`config.mk`:
```
export PLATFORM = sky130hd
export DESIGN_NAME = bht_update_controller
export DESIGN_NICKNAME = d
export VERILOG_FILES = /design/src/rtl/bht_update_controller.sv
export SDC_FILE = /design/constraint.sdc
export NUM_CORES = 1
export LEC_CHECK = 0
export CAP_MARGIN = 20
export CORE_MARGIN = 3
export CORE_UTILIZATION = 40
export DETAILED_ROUTE_END_ITERATION = 8
export PLACE_DENSITY = 0.75
export SYNTH_ARGS = -nofsm -noshare
export SYNTH_HDL_FRONTEND = slang
export SYNTH_SLANG_ARGS = --single-unit
```
`constraint.sdc`:
```
create_clock -name clk -period 2.2 [get_ports clk]
set_input_delay 0.44 -clock clk [delete_from_list [all_inputs] [get_ports clk]]
set_output_delay 0.44 -clock clk [all_outputs]
set_load 0.02 [all_outputs]
```
`src/rtl/bht_update_controller.sv`:
```
`default_nettype none
// ============================================================================
// Module   : bht_update_controller
// Purpose  : Init sweep + queued read-modify-write updates of a 2-bit BHT.
//            Optional stats counters enabled with macro BHT_STATS_EN.
// Revision : 1.0
// ============================================================================
module bht_update_controller #(
   parameter int         INDEX_WIDTH = 4,
   parameter int         FIFO_DEPTH  = 4,
   parameter logic [1:0] INIT_STATE  = 2'b01
) (
   input  logic                   clk,
   input  logic                   rst,
   input  logic                   stall,
   input  logic                   upd_valid,
   output logic                   upd_ready,
   input  logic [INDEX_WIDTH-1:0] upd_index,
   input  logic                   upd_taken,
   output logic [INDEX_WIDTH-1:0] bht_rd_index,
   input  logic [1:0]             bht_rd_data,
   output logic                   bht_load,
   output logic [6:0]             bht_opcode,
   output logic [INDEX_WIDTH-1:0] bht_wr_index,
   output logic [1:0]             bht_wr_data,
   output logic                   init_done,
`ifdef BHT_STATS_EN
   output logic [15:0]            stat_updates,
   output logic [15:0]            stat_saturated,
`endif
   output logic                   busy
);

   localparam int                     PTR_W         = (FIFO_DEPTH > 1) ? $clog2(FIFO_DEPTH) : 1;
   localparam logic [PTR_W:0]         FULL_COUNT    = (PTR_W + 1)'(FIFO_DEPTH);
   localparam logic [PTR_W:0]         CNT_ONE       = (PTR_W + 1)'(1);
   localparam logic [PTR_W-1:0]       PTR_ONE       = PTR_W'(1);
   localparam logic [INDEX_WIDTH-1:0] IDX_ONE       = INDEX_WIDTH'(1);
   localparam logic [INDEX_WIDTH-1:0] LAST_INDEX    = '1;
   localparam logic [6:0]             BRANCH_OPCODE = 7'b1100011;

   localparam logic [0:0] ST_INIT = 1'b0;
   localparam logic [0:0] ST_RUN  = 1'b1;

   logic [0:0]             state_q,     state_d;
   logic [INDEX_WIDTH-1:0] sweep_ptr_q, sweep_ptr_d;
   logic                   init_done_q, init_done_d;
   logic [PTR_W-1:0]       head_q,      head_d;
   logic [PTR_W-1:0]       tail_q,      tail_d;
   logic [PTR_W:0]         count_q,     count_d;
   // Each queue entry is {index, taken}.
   logic [INDEX_WIDTH:0]   fifo_q [FIFO_DEPTH];
   logic [INDEX_WIDTH:0]   fifo_d [FIFO_DEPTH];

   logic                   enq;
   logic                   deq;
   logic [INDEX_WIDTH:0]   head_entry;

   function automatic logic [1:0] sat_update(input logic [1:0] cur, input logic taken);
      logic [1:0] nxt;
      nxt = cur;
      if (taken) begin
         if (cur != 2'b11) nxt = cur + 2'b01;
      end else begin
         if (cur != 2'b00) nxt = cur - 2'b01;
      end
      return nxt;
   endfunction

   assign upd_ready  = (state_q == ST_RUN) && (count_q < FULL_COUNT);
   assign enq        = upd_valid && upd_ready;
   assign deq        = (state_q == ST_RUN) && (count_q != '0) && !stall;
   assign head_entry = fifo_q[head_q];
   assign init_done  = init_done_q;
   assign busy       = (state_q == ST_INIT) || (count_q != '0);
   assign bht_opcode = bht_load ? BRANCH_OPCODE : 7'b0;

   always_comb begin
      state_d      = state_q;
      sweep_ptr_d  = sweep_ptr_q;
      init_done_d  = init_done_q;
      head_d       = head_q;
      tail_d       = tail_q;
      count_d      = count_q;
      fifo_d       = fifo_q;
      bht_rd_index = '0;
      bht_load     = 1'b0;
      bht_wr_index = '0;
      bht_wr_data  = 2'b00;

      case (state_q)
         ST_INIT: begin
            if (!stall) begin
               bht_load     = 1'b1;
               bht_wr_index = sweep_ptr_q;
               bht_wr_data  = INIT_STATE;
               sweep_ptr_d  = sweep_ptr_q + IDX_ONE;
               if (sweep_ptr_q == LAST_INDEX) begin
                  state_d     = ST_RUN;
                  init_done_d = 1'b1;
               end
            end
         end
         default: begin
            if (count_q != '0) begin
               bht_rd_index = head_entry[INDEX_WIDTH:1];
            end
            if (deq) begin
               bht_load     = 1'b1;
               bht_wr_index = head_entry[INDEX_WIDTH:1];
               bht_wr_data  = sat_update(bht_rd_data, head_entry[0]);
               head_d       = head_q + PTR_ONE;
            end
         end
      endcase

      if (enq) begin
         fifo_d[tail_q] = {upd_index, upd_taken};
         tail_d         = tail_q + PTR_ONE;
      end

      // Simultaneous enqueue and dequeue leaves the occupancy unchanged.
      case ({enq, deq})
         2'b10:   count_d = count_q + CNT_ONE;
         2'b01:   count_d = count_q - CNT_ONE;
         default: count_d = count_q;
      endcase
   end

   always_ff @(posedge clk) begin
      if (rst) begin
         state_q     <= ST_INIT;
         sweep_ptr_q <= '0;
         init_done_q <= 1'b0;
         head_q      <= '0;
         tail_q      <= '0;
         count_q     <= '0;
      end else begin
         state_q     <= state_d;
         sweep_ptr_q <= sweep_ptr_d;
         init_done_q <= init_done_d;
         head_q      <= head_d;
         tail_q      <= tail_d;
         count_q     <= count_d;
      end
   end

   // Queue storage needs no reset; occupancy is tracked by count_q.
   always_ff @(posedge clk) begin
      fifo_q <= fifo_d;
   end

`ifdef BHT_STATS_EN
   logic [15:0] stat_updates_q,   stat_updates_d;
   logic [15:0] stat_saturated_q, stat_saturated_d;

   always_comb begin
      stat_updates_d   = stat_updates_q;
      stat_saturated_d = stat_saturated_q;
      if (deq) begin
         stat_updates_d = stat_updates_q + 16'd1;
         if (bht_wr_data == bht_rd_data) begin
            stat_saturated_d = stat_saturated_q + 16'd1;
         end
      end
   end

   always_ff @(posedge clk) begin
      if (rst) begin
         stat_updates_q   <= '0;
         stat_saturated_q <= '0;
      end else begin
         stat_updates_q   <= stat_updates_d;
         stat_saturated_q <= stat_saturated_d;
      end
   end

   assign stat_updates   = stat_updates_q;
   assign stat_saturated = stat_saturated_q;
`endif

endmodule
`default_nettype wire

```
==> results_dict.tcl, run 1 <==
set metrics [dict create \
    status "finished with violations" \
    violations "setup timing" \
    ys_ff_latch 33 \
    fp.dieH_um 68.6 \
    std_cell_rows 22 \
    drv_slew 0 \
    antenna_found_initial 0 \
    grt_use_met2_pct 26.3 \
    worst_ep_arrival_time_ns 1.77 \
    grt_pass1_wl_um 5160 \
    synth_top_cells_by_count "20 x edfxtp_1, 13 x dfxtp_1, 11 x nor2_1" \
    hold_violations 0 \
    grt_use_met1_pct 17.9 \
    synth_top_area_share_pct 38.3 \
    synth_cells 123 \
    core-area_um2 3720 \
    cts_sinks 33 \
    wirelength_um 3250 \
    initial_core_util_pct 42.2 \
    htree_levels 2 \
    path_clk_slew_ns 0.07 \
    grt_max_degree 14 \
    pin_count 32 \
    fin_nets 183 \
    slew_headroom_pct 64.4 \
    final_core_util_pct 54.9 \
    setup_viol 1 \
    gp_congestion 0.699 \
    max_clock_freq_ghz 0.453 \
    p_per_area_nw_per_um2 640 \
    fin_worst_skew_ns 0.00292 \
    postSynth.asyncResetShare_pct 0 \
    critPathMaxFanout 3 \
    grt-ovfl-total 0 \
    die_area_um2 4710 \
    worstSetupEndpointType "output pin" \
    tritoncts "yes" \
    fin_ws_ns -0.00746 \
    cp.required_ns 1.76 \
    syn_to_final_growth_pct 30.2 \
    finalPower_mw 1.31 \
    ir_worst_vdd_uv 429 \
    start_kind "flop" \
    p_leak_nw 0.794 \
    synth.most_common_cell "edfxtp_1" \
    busiest_layer "met2" \
    max_cap_viol_count 0 \
    drc 0 \
    ys.flop_type "edfxtp_1" \
    period_needed_ns 2.21 \
    postSynthAreaPerCell_um2 12.7 \
    grt_pass1_vias 1095 \
    fin_cells 214 \
    yosys_warnings 0 \
    rsz0062_at_grt "true" \
    clkLatencyLatePin_ns 0.28 \
    hpwlAfterDp_um 2350 \
    period_share_pct 100 \
    num_antenna_cells 0 \
    drtIter0Drc 54 \
    seq_area_frac_synth_pct 54.9 \
    pre_cts_ws_ns -0.430 \
    cts.path.max_buffers 2 \
    drive_gt1_share_pct 27.7 \
    grtUsageMet3_pct 4.38 \
    synth.cell_area_um2 1570 \
    vias 1091 \
    viasPerCell 5.10 \
    ys_types 34 \
    port_buffers 28 \
    antenna_left 0 \
    hold_slack_ns 0.479 \
    wl_per_cell_um 15.2 \
    dp.cells 205 \
    worst_slew_pin_slew_ns 0.532 \
    stdcell_area_um2 2040 \
    die_w_um 68.6 \
    root_buffer "clkbuf_8" \
    yosys.area.top_type "edfxtp_1" \
    grt.total_usage_pct 15.4 \
    finalSetupTns_ns -0.00746 \
    yosys-top-cells-area "edfxtp_1 38%, dfxtp_1 17%, mux4_1 6.7%" \
    dpl_cell_area_um2 1960 \
    cts_made_buffers 5 \
    fill_cells 321 \
    holdCritPathClass "flop to flop" \
    synth_edf_count 20 \
    crit_type "flop to output pin" \
    drt_pass1_iterations 4 \
]
[what timing repair did]
action / 4_1_cts / 5_1_grt
buffers inserted: 0 / 1
hold endpoints to repair: 0 / 0
hold buffers: 0 / 0
endpoints found under the setup margin: 16 / 9
resized for setup: 50 / 9
pin swaps: 2 / 1
[cell families after synthesis]
family	count (synthesis)	synth area share, %
mux	7	9.42
compound gates	21	9.02
fa+ha+maj	8	6.78
buf+inv	18	6.46
xor+xnor	5	2.79
simple gates	30	10.4
flops	33	54.9
other cells	1	0.239
[registers in the layout, indices dropped and copies added, names as in the netlist]
name,flops
state_q,1
sweep_ptr_q,4
head_q,2
fifo_q,20
tail_q,2
count_q,3
init_done,1
[power breakdown]
part	internal (mW)	leakage (nW)	switching, mW
Clock	0.339	0.0543	0.227
Sequential	0.658	0.285	0.00417
Combinational	0.0366	0.454	0.0419
Total	1.03	0.793	0.273
[final timing paths]
check	start	to	slack [ns]	cells past startpoint
worst max-delay path	head_q[0]$_SDFFE_PP0P_	bht_wr_data[0]	-0.007	4
worst min-delay path	init_done$_SDFFE_PP0P_	init_done$_SDFFE_PP0P_	0.48	2
worst max register to register	count_q[2]$_SDFFE_PP0P_	count_q[2]$_SDFFE_PP0P_	0.08	8
worst min register to register	init_done$_SDFFE_PP0P_	init_done$_SDFFE_PP0P_	0.48	2
[metal layers]
| layer | part of all wire [%] | wire (um) |
|---|---|---|
| met1 | 40 | 1310 |
| met3 | 5.3 | 173 |
| met2 | 53 | 1720 |
| met4 | 1.4 | 46 |
| met5 | 0 | 0 |
[worst max-delay path: stages (launching register included)]
cell and delay, ns:
dfxtp_2 0.34, mux4_2 0.53, maj3_2 0.31, a21o_1 0.17, buf_6 0.13
[layout make-up]
| class | instances | area, um^2 | area share, % |
|---|---|---|---|
| inverter | 7 | 26.3 | 1.29 |
| timing repair buffer | 44 | 357 | 17.5 |
| multi-input combinational | 74 | 622 | 30.5 |
| clock buffer | 5 | 68.8 | 3.37 |
| sequential | 33 | 862 | 42.2 |
| tap | 48 | 60.1 | 2.94 |
| clock inverter | 3 | 46.3 | 2.27 |
[placed cells by master, fill, tap and decap left out, drive strengths merged]
cell type | Yosys | routed
a21boi | 1 | 1
a21o | 1 | 1
a21oi | 6 | 6
a22o | 4 | 4
a31o | 1 | 1
a41oi | 2 | 2
and2 | 5 | 5
and2b | 3 | 3
and3b | 1 | 1
buf | 8 | 25
bufinv | 0 | 1
clkbuf | 3 | 6
clkdlybuf4s50 | 0 | 12
clkinv | 0 | 1
clkinvlp | 0 | 1
conb | 1 | 3
dfxtp | 13 | 13
dlygate4sd2 | 0 | 6
edfxtp | 20 | 20
fa | 1 | 1
ha | 6 | 6
inv | 7 | 7
maj3 | 1 | 1
mux2i | 2 | 2
mux4 | 5 | 5
nand2 | 3 | 3
nand4 | 1 | 1
nor2 | 11 | 11
nor2b | 2 | 2
nor3b | 1 | 1
o21ai | 4 | 4
o31ai | 2 | 2
or3 | 2 | 2
or4 | 1 | 1
xnor2 | 4 | 4
xor2 | 1 | 1
Power figures use the tool's default switching activity.
==> run 2: changes to the inputs <==
--- a/config.mk
+++ b/config.mk
@@ -5,6 +5,7 @@
 export SDC_FILE = /design/constraint.sdc
 export NUM_CORES = 1
 export LEC_CHECK = 0
+export ABC_AREA = 1
 export CAP_MARGIN = 20
 export CORE_MARGIN = 3
 export CORE_UTILIZATION = 40
==> run 2 against run 1 <==
  * The flow now finishes without violations
  * Wire length is 7.0% lower
  * Synthesized cell count is 48% higher
  * Non-clock buffer count is 7 lower
  * Die area is 4.4% higher
  * Critical path depth is 3 higher
  * Setup slack better by 0.077 ns
  * Cell count is 24% higher
  * Clock skew is 0.0037 ns higher
  * Total power is 2.4% lower
  * Worst hold slack worse by 0.011 ns
  * Critical endpoint is now bht_wr_data[1]
  * Largest cell class unchanged
  * Largest power group unchanged
==> results_dict.tcl, run 2 <==
set metrics [dict create \
    status "complete, no violations" \
    htree_levels 2 \
    crit_type "primary input to output pin" \
    synth.cell_area_um2 1640 \
    clkLatencyLatePin_ns 0.28 \
    max_clock_freq_ghz 0.469 \
    std_cell_rows 22 \
    worstSetupEndpointType "output pin" \
    rsz0062_at_grt "false" \
    drtIter0Drc 50 \
    initial_core_util_pct 43.3 \
    cts_sinks 33 \
    core-area_um2 3800 \
    p_per_area_nw_per_um2 619 \
    setup_viol 0 \
    drive_gt1_share_pct 14.2 \
    stdcell_area_um2 2060 \
    grt_pass1_vias 1149 \
    pin_count 32 \
    postCtsHoldBufs 0 \
    antenna_left 0 \
    dpl_cell_area_um2 1970 \
    gp_congestion 0.898 \
    root_buffer "clkbuf_8" \
    grt_max_degree 14 \
    p_sw_uw 250 \
    yosys.area.top_type "edfxtp_1" \
    finalPower_mw 1.27 \
    swShare_pct 19.6 \
    slowest_stage "clkdlybuf4s50_1" \
    period_needed_ns 2.13 \
    yosys-top-cells-area "edfxtp_1 37%, dfxtp_1 16%, nand2_1 11%" \
    postSynthAreaPerCell_um2 9.03 \
    start_kind "primary input" \
    fin_nets 235 \
    grt.total_usage_pct 13.3 \
    port_buffers 28 \
    die_w_um 70.1 \
    max_cap_viol_count 0 \
    finalSetupTns_ns 0 \
    viasPerCell 4.82 \
    hold_violations 0 \
    worst_ep_arrival_time_ns 1.69 \
    critPathMaxFanout 8 \
    pwr-share-clk_pct 42.1 \
    layout.cells.most_common "nand2_1" \
    cts_made_buffers 5 \
    num_antenna_cells 0 \
    slowest_delay_ns 0.46 \
    final_core_util_pct 54.2 \
    antenna_found_initial 0 \
    ys.flop_type "edfxtp_1" \
    path_cells "clkdlybuf4s50_1, inv_2, nand3_4, clkinv_2, nand2_2, a21oi_2, clkdlybuf4s15_1" \
    grt_pass1_wl_um 5090 \
    grt-ovfl-total 0 \
    tritoncts "yes" \
    combPwrFrac_pct 5.9 \
    p_leak_nw 0.874 \
    hpwlAfterDp_um 2320 \
    ys_ff_latch 33 \
    largest_reg_flops 20 \
    drc 0 \
    cp.required_ns 1.76 \
    cts.path.max_buffers 2 \
    hold_slack_ns 0.469 \
    drv_slew 0 \
    seq_area_frac_synth_pct 52.4 \
    synth_cells 182 \
    seqPwrFrac_pct 52.0 \
    synth_top_cells_by_count "47 x nand2_1, 20 x edfxtp_1, 18 x nor2_1" \
    yosys_warnings 0 \
    path_clk_slew_ns 0.07 \
    synth_top_area_share_pct 36.5 \
    postSynth.asyncResetShare_pct 0 \
    drt_pass1_iterations 5 \
    wl_per_cell_um 11.3 \
    p_int_mw 1.02 \
    final_cell_mix "47 x nand2_1, 20 x edfxtp_1, 18 x nor2_1" \
    synth_edf_count 20 \
    vias 1283 \
    fp.dieH_um 70.1 \
    ir_worst_vdd_uv 399 \
    reg_top3 "fifo_q (20), sweep_ptr_q (4), count_q (3)" \
    wirelength_um 3020 \
    fin_worst_skew_ns 0.00666 \
    die_area_um2 4920 \
    ys_types 24 \
    cts_setup_buffers 0 \
    regMostFlops "fifo_q" \
    holdCritPathClass "flop to flop" \
    period_share_pct 96.8 \
    synth.most_common_cell "nand2_1" \
    syn_to_final_growth_pct 25.2 \
]
[run 2: metal layers]
layer / share of wire [%] / vias up / global-route usage, %
met2: 46 / 50 / 20.5
met3: 7.1 / 5 / 4.60
met4: 1.1 / 0 / 5.11
met5: 0 / - / 0
li1: - / 657 / -
met1: 46 / 571 / 17.0
[run 2: critical path: cells and delay by family]
kind,cells,cell delay (ns)
buffers and inverters,4,0.99
and+or+nand+nor,2,0.17
AOI/OAI and AO/OA,1,0.09
[run 2: area by class of cell]
type / count / area (um^2)
Clock buffer: 6 / 72.6
Clock inverter: 2 / 33.8
Fill cell: 354 / 1740
Inverter: 20 / 76.3
Multi-Input combinational cell: 120 / 627
Sequential cell: 33 / 861
Tap cell: 48 / 60.1
Timing Repair Buffer: 37 / 328
[run 2: path summary, 6_finish.rpt]
path | end | startpoint | cells after the start | slack (ns)
worst max-delay path | bht_wr_data[1] | stall | 7 | 0.07
worst min-delay path | init_done$_SDFFE_PP0P_ | init_done$_SDFFE_PP0P_ | 2 | 0.47
worst max register to register | count_q[2]$_SDFFE_PP0P_ | count_q[0]$_SDFFE_PP0P_ | 11 | 0.29
worst min register to register | init_done$_SDFFE_PP0P_ | init_done$_SDFFE_PP0P_ | 2 | 0.47
[run 2: cells by family (layout without fill, tap and decap cells)]
| logic type | after synthesis | count (layout) | synth area share (%) |
|---|---|---|---|
| simple gates | 89 | 89 | 24.7 |
| compound gates | 21 | 21 | 6.85 |
| other cells | 1 | 3 | 0.228 |
| flops | 33 | 33 | 52.4 |
| buf+inv | 31 | 65 | 10.1 |
| fa+ha+maj | 7 | 7 | 5.78 |
[run 2: metrics by stage]
step	setup slack, ns	std cells
floorplan	0.369	184
global placement	-0.221	258
detailed placement	-0.224	258
CTS	0.0403	266
global route	0.00144	266
finish	0.0694	266
[run 2: power groups by stage]
stage	logic (mW)	clock network (mW)	registers, mW
3_3_place_gp	0.0810	0	0.675
4_1_cts	0.0759	0.551	0.662
3_5_place_dp	0.0817	0	0.676
5_1_grt	0.0827	0.576	0.663
6_report	0.0757	0.537	0.662
2_1_floorplan	0.0455	0	0.675
[run 2: repair_timing]
action | 4_1_cts | 5_1_grt
setup endpoints to repair | 15 | 4
endpoints found under the hold margin | 0 | 0
resized for setup | 15 | 5
